**src/rtl/rst_pkg.sv**
```systemverilog
// rst_pkg: sequencer state encoding and default cycle counts shared by the reset logic
package rst_pkg;
    typedef enum logic [2:0] {
        ST_RESET     = 3'd0,
        ST_WAIT_LOCK = 3'd1,
        ST_STABLE    = 3'd2,
        ST_PERIPH    = 3'd3,
        ST_RUN       = 3'd4,
        ST_SOFT      = 3'd5
    } state_t;
    localparam int DEF_SYNC_STAGES        = 2;
    localparam int DEF_LOCK_STABLE_CYCLES = 1024;
    localparam int DEF_CORE_DELAY_CYCLES  = 16;
    localparam int DEF_SOFT_HOLD_CYCLES   = 16;
endpackage

```
**src/rtl/sync_bit.sv**
```systemverilog
// sync_bit: STAGES-deep single-bit synchronizer with sync clear (clock, reset, d async in, q synced out)
module sync_bit #(
    parameter int STAGES = 2
) (
    input  logic clock,
    input  logic reset,
    input  logic d,
    output logic q
);
    logic [STAGES-1:0] chain;
    always_ff @(posedge clock)
        chain <= reset ? '0 : {chain[STAGES-2:0], d};
    assign q = chain[STAGES-1];
endmodule

```
**src/rtl/pll_reset_sequencer.sv**
```systemverilog
// pll_reset_sequencer: staged SoC reset from PLL lock (clock, reset, pll_locked, soft_reset_req in; periph_reset, core_reset, ready out)
module pll_reset_sequencer
    import rst_pkg::*;
#(
    parameter int SYNC_STAGES        = DEF_SYNC_STAGES,
    parameter int LOCK_STABLE_CYCLES = DEF_LOCK_STABLE_CYCLES,
    parameter int CORE_DELAY_CYCLES  = DEF_CORE_DELAY_CYCLES,
    parameter int SOFT_HOLD_CYCLES   = DEF_SOFT_HOLD_CYCLES
) (
    input  logic clock,
    input  logic reset,
    input  logic pll_locked,
    input  logic soft_reset_req,
    output logic periph_reset,
    output logic core_reset,
    output logic ready
);
    localparam int MAX_A = LOCK_STABLE_CYCLES > CORE_DELAY_CYCLES ? LOCK_STABLE_CYCLES : CORE_DELAY_CYCLES;
    localparam int MAX_C = MAX_A > SOFT_HOLD_CYCLES ? MAX_A : SOFT_HOLD_CYCLES;
    localparam int CW    = $clog2(MAX_C + 1);
    localparam logic [CW-1:0] LOCK_END = CW'(LOCK_STABLE_CYCLES - 1);
    localparam logic [CW-1:0] CORE_END = CW'(CORE_DELAY_CYCLES - 1);
    localparam logic [CW-1:0] SOFT_END = CW'(SOFT_HOLD_CYCLES - 1);

    logic          lock_sync;
    state_t        state, state_n;
    logic [CW-1:0] cnt, cnt_n;
    logic          locked_state;

    sync_bit #(.STAGES(SYNC_STAGES)) u_lock_sync (
        .clock (clock),
        .reset (reset),
        .d     (pll_locked),
        .q     (lock_sync)
    );

    // lock loss only matters once the sequencer has seen lock at least once
    assign locked_state = state inside {ST_STABLE, ST_PERIPH, ST_RUN, ST_SOFT};

    always_comb begin
        state_n = state;
        case (state)
            ST_RESET:     state_n = ST_WAIT_LOCK;
            ST_WAIT_LOCK: state_n = lock_sync ? ST_STABLE : ST_WAIT_LOCK;
            ST_STABLE:    state_n = cnt == LOCK_END ? ST_PERIPH : ST_STABLE;
            ST_PERIPH:    state_n = cnt == CORE_END ? ST_RUN : ST_PERIPH;
            ST_RUN:       state_n = soft_reset_req ? ST_SOFT : ST_RUN;
            ST_SOFT:      state_n = cnt == SOFT_END ? ST_RUN : ST_SOFT;
            default:      state_n = ST_RESET;
        endcase
        if (locked_state && !lock_sync)
            state_n = ST_WAIT_LOCK;
        cnt_n = state_n != state ? '0 : cnt + CW'(locked_state && state != ST_RUN);
    end

    // outputs decode the next state so they change on the same edge as the state register
    always_ff @(posedge clock) begin
        state        <= reset ? ST_RESET : state_n;
        cnt          <= reset ? '0 : cnt_n;
        periph_reset <= reset ? 1'b1 : state_n inside {ST_RESET, ST_WAIT_LOCK, ST_STABLE};
        core_reset   <= reset ? 1'b1 : state_n != ST_RUN;
        ready        <= reset ? 1'b0 : state_n == ST_RUN;
    end
endmodule

```
**config.mk**
```make
export PLATFORM = sky130hd
export DESIGN_NAME = pll_reset_sequencer
export DESIGN_NICKNAME = d
export VERILOG_FILES = /design/src/rtl/rst_pkg.sv /design/src/rtl/sync_bit.sv /design/src/rtl/pll_reset_sequencer.sv
export SDC_FILE = /design/constraint.sdc
export NUM_CORES = 1
export LEC_CHECK = 0
export ABC_CLOCK_PERIOD_IN_PS = 1910
export CAP_MARGIN = 15
export CORE_UTILIZATION = 55
export CTS_CLUSTER_SIZE = 12
export DETAILED_ROUTE_END_ITERATION = 8
export PLACE_DENSITY_LB_ADDON = 0.15
export SYNTH_ARGS = -nofsm -noshare
export SYNTH_HDL_FRONTEND = slang
export SYNTH_SLANG_ARGS = --single-unit
```
**constraint.sdc**
```tcl
create_clock -name clock -period 1.91 [get_ports clock]
set_input_delay 0.382 -clock clock [delete_from_list [all_inputs] [get_ports clock]]
set_output_delay 0.382 -clock clock [all_outputs]
set_load 0.05 [all_outputs]
```
## Yosys cells after proc, flatten, opt, wreduce, memory -nomap -nowiden

Index checks and enable logic that the tools add are counted.
W data, S select, Z words.

- Register bits: 19
- Bits of input ports: 4
- Word-level logic and storage cells: 35

- Add/subtract/negate cells: 1
- Eq/ne operators: 13
- Muxes and demuxes: 7
- Reductions and logical operators: 8

Operator list:

| kind | count |
|---|---|
| $pmux W3 S6 | 1 |
| $add A11 B1 Y11 | 1 |
| $eq A11 B10 Y1 const B | 1 |
| $eq A11 B4 Y1 const B | 1 |
| $eq A3 B2 Y1 const B | 3 |
| $eq A3 B3 Y1 const B | 3 |
| $eq A3 B1 Y1 const B | 2 |
| $logic_not A3 Y1 | 2 |
| $mux W3 | 2 |
| $ne A3 B3 Y1 const B | 2 |
| $reduce_bool A4 Y1 | 1 |
| $mux W1 | 3 |
| $ne A3 B3 Y1 | 1 |
| $reduce_bool A3 Y1 | 1 |
| $logic_and A1 B1 Y1 | 2 |
| $mux W2 | 1 |
| $reduce_or A2 Y1 | 1 |
| $logic_not A1 Y1 | 1 |

## Logic depth before layout (Yosys ltp)

Gate-level depths: netlist (run 1).

- Depth after elaboration: 6
- Depth in mapped cells: 9

## Hierarchy

From an unflattened synthesis (run 1), not the netlist that was laid out.

- Cells, all modules: 99
- Area total of the unflattened synthesis: 904.6 µm²

By module, submodules not included:

| module | times used | cells an instance | area an instance (µm²) |
|---|---|---|---|
| pll_reset_sequencer | 1 | 95 | 852.1 |
| sync_bit | 1 | 4 | 52.6 |

## Least setup slack after synthesis (run 1)

No wires, ideal clock.

- Kind: register to register
- Start point: reg cnt[7]
- End point: reg core_reset
- Library setup time: 120 ps
- Arrival time: 1546 ps
- Required time: 1790 ps
- Path slack: 244 ps
- Stages on the path, launching flop included: 6
- Path buffers: 0
- Clock period less this slack: 1666 ps
- Cells stage by stage: dfxtp_1 or4_4 nor3_4 and3_4 o21ai_2 or2_1

- Word-level cells in the longest chain between the ends: 5
- Elaborated cells between the ends (all ways): 8

Ends and longest elaborated chain:

| element | RTL line | source |
|---|---|---|
| from (decl) | pll_reset_sequencer.sv:27 | `logic [CW-1:0] cnt, cnt_n;` |
| from (signal assigned) | pll_reset_sequencer.sv:59 | `cnt <= reset ? '0 : cnt_n;` |
| $eq A11 B4 Y1 / $eq A11 B10 Y1 (equally long branches) | pll_reset_sequencer.sv:46, pll_reset_sequencer.sv:48, pll_reset_sequencer.sv:45 |  |
| $mux W1, or another cell as far along | pll_reset_sequencer.sv:48 | `ST_SOFT: state_n = cnt == SOFT_END ? ST_RUN : ST_SOFT;` |
| $pmux W3 S6 * | pll_reset_sequencer.sv:42 | `case (state)` |
| $mux W3 * | pll_reset_sequencer.sv:51 | `if (locked_state && !lock_sync)` |
| $ne A3 B3 Y1 * | pll_reset_sequencer.sv:61 | `core_reset <= reset ? 1'b1 : state_n != ST_RUN;` |
| to (signal assigned) | pll_reset_sequencer.sv:61 |  |
| to (decl) | pll_reset_sequencer.sv:15 | `output logic core_reset,` |

Every way passes the cells marked *; elsewhere a longest branch is shown, timed or not.
A chain may end at the register's enable or synchronous reset.

## Worst setup path after layout (run 1)

- Start point: reg periph_reset
- End point: out periph_reset

RTL lines:

| element | RTL line | source |
|---|---|---|
| from (decl) | pll_reset_sequencer.sv:14 | `output logic periph_reset,` |
| from (signal assigned) | pll_reset_sequencer.sv:60 | `periph_reset <= reset ? 1'b1 : state_n inside {ST_RESET, ST_WAIT_LOCK, ST_STABLE};` |

No word-level cell between the ends.

==> results, run 1 <==
- The first global-routing pass estimated 2904 um of wire.
- The cell family with the largest share of critical-path delay is buffers and inverters.
- The count of unresolved DRC violations after routing is 0.
- At the later pin of the worst-skew pair, clock insertion delay measures 0.28 ns.
- Once detailed placement completed, the half-perimeter wirelength came to approximately 1200 um.
- In the synthesized netlist the dominant register cell turns out to be sky130_fd_sc_hd__dfxtp_1.
- The synthesized netlist occupies a cell area of 904.6 um^2.
- For the pin with the worst max-slew slack, the measured transition is 0.4915 ns.
- Data arrives at the worst endpoint at 1.40 ns.
- The fraction of post-synthesis cell area in the top cell type by area is 0.4205.
- The worst hold path belongs to the class register to register.
- The number of hold buffers added after cts is 0.
- In this run, synthesis produced a sequential element count of 19.
- The number of clock buffers inserted by TritonCTS is 3.
- Setup repair after global routing left no endpoint under its margin.
- STA classifies the critical path startpoint as a register.
- Compared with the post-synthesis result, the final layout area differs by 20.61%.
- The tree built by TritonCTS fans out to 19 sinks.
- In this run the register-to-register setup slack is 0.14 ns.
- TritonCTS built the clock tree.
- Counting instances, the worst hold path has a depth of 1.
- The period utilization is 0.9334.
- The number of pins with negative max-slew slack in the final report was 0.
- The cell taking the most area after synthesis is sky130_fd_sc_hd__dfxtp_1.
- Once detail routing completed, the nets flagged for antenna violations numbered 0.
- After synthesis, the mean cell area works out to 8.783 um^2.
- The number of placement rows is 14.
- Setup violations remaining at the end of the flow were counted as 0.
- The worst hold path terminates at u_lock_sync.chain[1]$_SDFF_PP0_.
- The relative slew slack is 0.6713.
- The startpoint identified for the worst hold timing path is u_lock_sync.chain[0]$_SDFF_PP0_.
- The maximum net fanout on the critical path is 1.
- The timing-limited maximum frequency is between 500 and 600 MHz.
- The number of nets in the synthesized netlist is 109.
- The number of library cell types mapped by synthesis is 32.
- Subtracting the final worst setup slack from the clock period gives 1.783 ns.
- The critical path data required time is 1.53 ns.
- By instance count, the leading cell after synthesis is sky130_fd_sc_hd__dfxtp_1.
- The floorplan step defined a core boundary enclosing 0.001524 mm^2.
- The master of the slowest instance on the critical path is sky130_fd_sc_hd__clkdlybuf4s50_1.
- The floorplan step set the die width to 42.56 um.
- The end of the worst register-to-register path is core_reset$_SDFF_PP1_.
- The yosys synthesis warning count is 0.
- The worst clock skew on the final layout is 0.001668 ns.
- The finished layout holds 137 standard cells, fillers aside.
- The category of the critical setup timing path is register to primary output.
- For this design the top-level I/O count stands at 7.
- The leakage power is 0.4121 nW.
- The power per unit of standard cell area is between 500 and 600 mW/mm^2.
- The critical path endpoint category is a primary output.
- The tool flagged a number of max-cap violations equal to 0.
- The commonest cells after synthesis are sky130_fd_sc_hd__dfxtp_1, sky130_fd_sc_hd__nor2_1, sky130_fd_sc_hd__xor2_1, sky130_fd_sc_hd__nand2_1.
- The initial antenna violation count was 0.
- The filler cell count is between 100 and 150.
- The final routed wire length divided by cell count is 11.77 um.
- The stage delay of the slowest cell on the critical path is 0.79 ns.
- The number of enable-type register cells in the synthesized netlist is 0.
- The sequential cells in the finished layout cover a total of 381.6 um^2.
- The flow ran to the end, and the final reports show no timing, DRC or antenna violations.
- The setup TNS is 0 ns.
- Clock tree synthesis selected as its root buffer the cell sky130_fd_sc_hd__clkbuf_4.
- The total global routing overflow is 0.
- The buffer and inverter count on the worst path is 1.
- In the final layout, the multi-input gates occupy 498.0 um^2.
- The via count of the first global-routing pass is between 600 and 700.
- The critical register-to-register path startpoint is cnt[7]$_SDFF_PP0_.
- The hold violation count in the final report is 0.
- The post-synthesis instance total is ~100.
- The post-synthesis async set-or-reset flop share is 0.
- The post-CTS repair timing setup buffer count is 0.
- The sequential fraction of the synthesis area is 0.4205.
- The effective utilization at floorplan is 0.5936.
- The first-pass iteration count of the detailed router is 4.
- The clock passes through at most 2 buffers.
- The total inserted antenna cells is 0.
- Of the cells placed in the final design, the portion with a size suffix greater than 1 is 0.1818.
- After clock tree synthesis, the clock-pin slew on the worst setup and hold paths is 0.10 ns.
- The global routing usage summed across all routing layers is 0.2131.
- The final layout contains 128 nets.
- Walking the worst path, the cells encountered are clkdlybuf4s50_1.
- VDD sags by at most 0.4074 mV.
- The floorplan step set the die height to 42.56 um.
- The maximum number of pins on one net before global-route repair is 12.
- The initial DRC count is 24.
- The number of buffers added on ports is 6.
- The number of cells traversed by the worst register-to-register path is 6.
- Detailed routing inserted a total of 737 vias.
- The H-tree depth is 1.
- By area the synthesized netlist is led by sky130_fd_sc_hd__dfxtp_1, sky130_fd_sc_hd__xor2_1, sky130_fd_sc_hd__nor2_1.
- The total routed wirelength is 1613 um.
- The die covers approximately 0.0018 mm^2.
- The routability congestion estimate is approximately 0.83.
- Dividing the detail-routed via count by the number of cells gives approximately 5.4.
- The cell total after placement is 133.
==> registers in the layout (all words and copies together), names as in the netlist <==
signal and count:
cnt 11, core_reset 1, periph_reset 1, ready 1
state 3, u_lock_sync.chain 2
==> metrics by stage <==
| step | hold WS (ns) | area [um^2] | utilization | total power (W) | setup WS, ns |
|---|---|---|---|---|---|
| floorplan | 0.4138 | 904.6 | - | 0.0004328 | 0.2442 |
| global placement | 0.4538 | 1052 | 0.6905 | 0.0004462 | -0.03886 |
| detailed placement | 0.4568 | 1052 | 0.6905 | 0.0004477 | -0.1170 |
| CTS | 0.4716 | 1082 | 0.7102 | 0.0006419 | 0.1102 |
| global route | 0.4842 | 1091 | 0.7159 | 0.0006617 | 0.03992 |
| finish | 0.4707 | 1091 | 0.7159 | 0.0006342 | 0.1273 |
==> kinds of logic (layout without fill, tap and decap cells) <==
group	count (synthesis)	after routing	share of synthesized area
AND/OR/NAND/NOR	49	49	0.3098
flip-flops	19	19	0.4205
AO/OA/AOI/OAI	14	14	0.09404
XOR/XNOR	11	11	0.1065
buffers and inverters	8	26	0.04149
adder cells (fa/ha/maj)	2	2	0.02766
==> power by group <==
part           internal [W]   total, W  leakage [nW]  switching (W)
clock network     0.0000811   0.000192        0.0150       0.000111
registers          0.000400   0.000403         0.154     0.00000328
logic             0.0000183  0.0000382         0.243      0.0000199
total              0.000500   0.000634         0.412       0.000135
==> per-layer routing <==
| layer | vias up | GRT usage | wire (um) |
|---|---|---|---|
| met4 | 0 | 0.08750 | 10 |
| met2 | 16 | 0.2985 | 681 |
| met5 | - | 0 | 0 |
| li1 | 388 | - | - |
| met3 | 2 | 0.04741 | 63 |
| met1 | 331 | 0.3135 | 857 |
==> cell usage in the layout (no fill, tap or decap), types with 4 or more instances in the layout <==
cell type	instances
sky130_fd_sc_hd__buf_4	12
sky130_fd_sc_hd__clkdlybuf4s50_1	6
sky130_fd_sc_hd__dfxtp_1	18
sky130_fd_sc_hd__inv_1	4
sky130_fd_sc_hd__nand2_1	6
sky130_fd_sc_hd__nand4_1	4
sky130_fd_sc_hd__nor2_1	16
sky130_fd_sc_hd__nor2b_1	4
sky130_fd_sc_hd__xor2_1	8
==> cell type report <==
| class | count | area share |
|---|---|---|
| clock buffer | 4 | 0.02408 |
| inverter | 4 | 0.01376 |
| multi-input combinational | 76 | 0.4564 |
| sequential | 19 | 0.3498 |
| tap | 16 | 0.01835 |
| timing repair buffer | 18 | 0.1376 |
==> worst max-delay path by stage <==
stage	slack, ns	startpoint	cells after the start	endpoint
global route	0.04	state[2]$_SDFF_PP0_	8	cnt[10]$_SDFF_PP0_
floorplan	0.24	cnt[7]$_SDFF_PP0_	5	core_reset$_SDFF_PP1_
CTS	0.11	periph_reset$_SDFF_PP1_	1	periph_reset
detailed placement	-0.12	soft_reset_req	6	cnt[6]$_SDFF_PP0_
global placement	-0.04	soft_reset_req	6	cnt[2]$_SDFF_PP0_
finish	0.13	periph_reset$_SDFF_PP1_	1	periph_reset
==> worst register-to-register path: stages, from the launching register on <==
cell,delay [ns]
sky130_fd_sc_hd__dfxtp_1,0.32
sky130_fd_sc_hd__or4_4,0.55
sky130_fd_sc_hd__nor3_4,0.18
sky130_fd_sc_hd__buf_4,0.14
sky130_fd_sc_hd__and3_4,0.19
sky130_fd_sc_hd__o21ai_2,0.06
sky130_fd_sc_hd__or2_1,0.23
==> repair_timing <==
action,CTS,global route
gates resized for setup,1,3
endpoints found under the setup margin,11,2
gates cloned,0,0
Power figures use the tool's default switching activity.
==> inputs of run 2 (changes only) <==
Settings changed: ABC_AREA from default to 0, ABC_CLOCK_PERIOD_IN_PS 1910 to 1650, HOLD_SLACK_MARGIN from default to 0.02.
Clock period 1.91 ns to 1.65 ns, I/O delays scaled along.
==> run 2 against run 1 <==
  * The run now ends with negative setup slack left
  * Critical path depth grew 4
  * First-iteration DRC count shrank 17%
  * Via count is 0.14% higher
  * Clock power grew 19%
  * Global-route usage is 1.5 points lower
  * Final cell count decreased by 0.73%
  * Largest cell class unchanged
  * Sequential share of layout area is 0.40 points higher
  * Utilization decreased by 0.57 points
  * Sequential power up 16%
  * Critical path type is now register to register
  * Largest power group unchanged
==> results, run 2 (synthesized netlist as in run 1, its figures left out) <==
- The initial DRC count is 20.
- Counting cells, the worst reg-to-reg path comes to 5.
- The checks that failed: negative setup slack.
- The die covers 0.001811 mm^2.
- The largest registers in the layout are cnt: 11 flops, state: 3 flops, u_lock_sync.chain: 2 flops.
- The arrival time reported for the critical path endpoint is 1.86 ns.
- In this run the power density over the cells is 682.2 mW/mm^2.
- Global routing finished with a remaining overflow of 0.
- The height of the die is around 43 um.
- Setup repair after global routing could not meet its margin everywhere.
- The via count of the first global-routing pass is 663.
- The effective utilization at floorplan is 0.5936.
- The number of hold buffers added after cts is 0.
- Dividing the final minimum period by the clock period gives 1.015.
- Counting instances, the worst hold path has a depth of 1.
- The CTS tree is yes.
- The hold violation count in the final report was 0.
- The minimum period implied by the final worst setup slack is around 1.7 ns.
- The category of the critical setup timing path is register to register.
- CTS built an H-tree with a depth of 1.
- Of the cells placed in the final design, the portion with a size suffix greater than 1 is 0.2333.
- For this run, the detailed router's first-pass iteration total came to 4.
- More flip-flops sit in one register than any other, and that register is cnt.
- The critical path endpoint category is a register.
- The critical register-to-register path startpoint is cnt[7]$_SDFF_PP0_.
- The clock drives 19 sinks.
- The routability congestion estimate is 0.8624.
- The setup slack of the critical path after layout is -0.02440 ns.
- In the global route stage, overall resource usage came out at 0.1979.
- In this run the core area contains 14 standard-cell rows.
- The final-report setup violation count is 1.
- The area growth from synthesis to layout is 19.64%.
- The end of the worst register-to-register path is core_reset$_SDFF_PP1_.
- The clock latency on the worst-skew pair is 0.29 ns.
- The hold path startpoint is u_lock_sync.chain[0]$_SDFF_PP0_.
- The most common library cell in the layout ignoring fill and taps is sky130_fd_sc_hd__dfxtp_1.
- The final worst hold slack is around 0.46 ns.
- The worst-case IR drop observed on VDD is 0.5943 mV.
- The worst clock skew on the final layout is 0.009255 ns.
- The critical path data required time is around 1.8 ns.
- The min-delay analysis places its worst path in the category register to register.
- The total routed wirelength is 1587 um.
- The first-pass GRT wire length is about 2700 um.
- The count of unresolved DRC violations after routing is 0.
- The max-capacitance violation count is 0.
- In this run the worst path has a maximum fanout of 4.
- The final routed wire length divided by cell count is 11.67 um.
- The number of clock buffers inserted by TritonCTS is 3.
- The total area inside the core boundary comes to 0.001524 mm^2.
- The timing-limited maximum frequency is 597.2 MHz.
- The run finished, with violations left.
- Once layout is done, the placed cells without fillers occupy 0.001082 mm^2.
- The post-detailed-route count of antenna-violating nets is 0.
- The placed instance area is 0.001030 mm^2.
- The number of pins with negative max-slew slack in the final report is 0.
- Headroom to the max-slew limit came out at 0.6573.
- Dividing the detail-routed via count by the number of cells gives between 5 and 6.
- For hold timing, the worst endpoint is u_lock_sync.chain[1]$_SDFF_PP0_.
- The detailed-route via count is between 700 and 800.
- The post-CTS clock slew at the launch and capture registers of the worst setup and hold paths is 0.11 ns.
- In the layout the commonest cells are sky130_fd_sc_hd__dfxtp_1, sky130_fd_sc_hd__nor2_1, sky130_fd_sc_hd__buf_4.
- The longest clock path from root to sink contains 2 buffers.
- The category of the worst setup path launch point is a register.
- CTS placed an instance of sky130_fd_sc_hd__clkbuf_4 at the clock tree root.
- Setup slack on the worst reg-to-reg path comes out at -0.02 ns.
- The register with the most flip-flops in the layout has 11 of them.
- The die width is 42.56 um.
- After legalization and detailed placement, the total HPWL measured around 1100 um.
- In this run the tool buffered the top-level ports with 6 buffer cells.
- The slew at the pin closest to its max-slew limit is 0.5087 ns.
- The analysis attributes to cell leakage a power of 0.4120 nW.
- The final layout net count is around 130.
- During I/O placement, the number of pins put on the boundary was 7.
- The initial antenna violation count is 0.
- The number of antenna diodes in the final layout is 0.
- The maximum number of pins on one net before global-route repair is 12.
[run 2: cell types whose count changed in the layout (fill, tap and decap cells not counted), sizes merged]
cell,before,now
clkinv,0,1
buf,12,14
clkdlybuf4s50,6,3
clkbuf,4,3
[run 2: through the flow]
stage          total power (W)  cells  setup TNS, ns  utilization  setup WS, ns
2_1_floorplan        0.0005010    103              0            -       0.03415
3_3_place_gp         0.0005187    131              0       0.6757      0.007180
3_5_place_dp         0.0005192    131        -0.1618       0.6757      -0.02475
4_1_cts              0.0007448    135       -0.02676       0.6938      -0.02676
5_1_grt              0.0007714    136        -0.8274       0.7102      -0.09048
6_report             0.0007384    136       -0.02440       0.7102      -0.02440
[run 2: how the worst max path moves through the flow]
| stage | endpoint | slack [ns] | depth (start not counted) | from |
|---|---|---|---|---|
| floorplan | core_reset$_SDFF_PP1_ | 0.03 | 5 | cnt[7]$_SDFF_PP0_ |
| global placement | core_reset$_SDFF_PP1_ | 0.007 | 5 | cnt[7]$_SDFF_PP0_ |
| detailed placement | cnt[3]$_SDFF_PP0_ | -0.02 | 7 | soft_reset_req |
| CTS | core_reset$_SDFF_PP1_ | -0.03 | 5 | cnt[7]$_SDFF_PP0_ |
| global route | core_reset$_SDFF_PP1_ | -0.09 | 5 | cnt[7]$_SDFF_PP0_ |
| finish | core_reset$_SDFF_PP1_ | -0.02 | 5 | cnt[7]$_SDFF_PP0_ |
[run 2: layout make-up]
class                   count  area (um^2)
inverters                   4        15.01
clock buffers               3        22.52
clock inverters             1        5.005
flip-flops and latches     19        382.9
multi-input cells          76        501.7
repair buffers             17        135.1
fillers                   117        441.7
well taps                  16        20.02
[run 2: worst max-delay path, cell delays in order, from the launching register on]
cell and delay (ns):
sky130_fd_sc_hd__dfxtp_2 0.34, sky130_fd_sc_hd__or4_4 0.54, sky130_fd_sc_hd__nor3_4 0.17, sky130_fd_sc_hd__and3_4 0.22
sky130_fd_sc_hd__o21ai_2 0.07, sky130_fd_sc_hd__or2_1 0.23
[run 2: repair_timing]
action | CTS | global route
buffers inserted | 0 | 1
resized for setup | 0 | 5
endpoints found under the setup margin | 1 | 15
endpoints found under the hold margin | 0 | 0
[run 2: per-layer routing]
metal,wire (um),up-vias,GRT usage
met5,0,-,0
met4,0,0,0.09375
met3,28,0,0.05172
met2,731,9,0.2831
met1,827,341,0.2757
li1,-,388,-
[run 2: report_power, final]
part,leakage [nW],total (W),switching [W],internal [W]
registers,0.155,0.000467,0.00000342,0.000463
logic,0.239,0.0000436,0.0000219,0.0000217
clock network,0.0177,0.000228,0.000138,0.0000901
==> inputs of run 3 (changes only) <==
Settings changed: ABC_CLOCK_PERIOD_IN_PS 1650 to default.
==> results of run 3 <==
The final DEF is identical to that of run 2; final timing and power are the same.
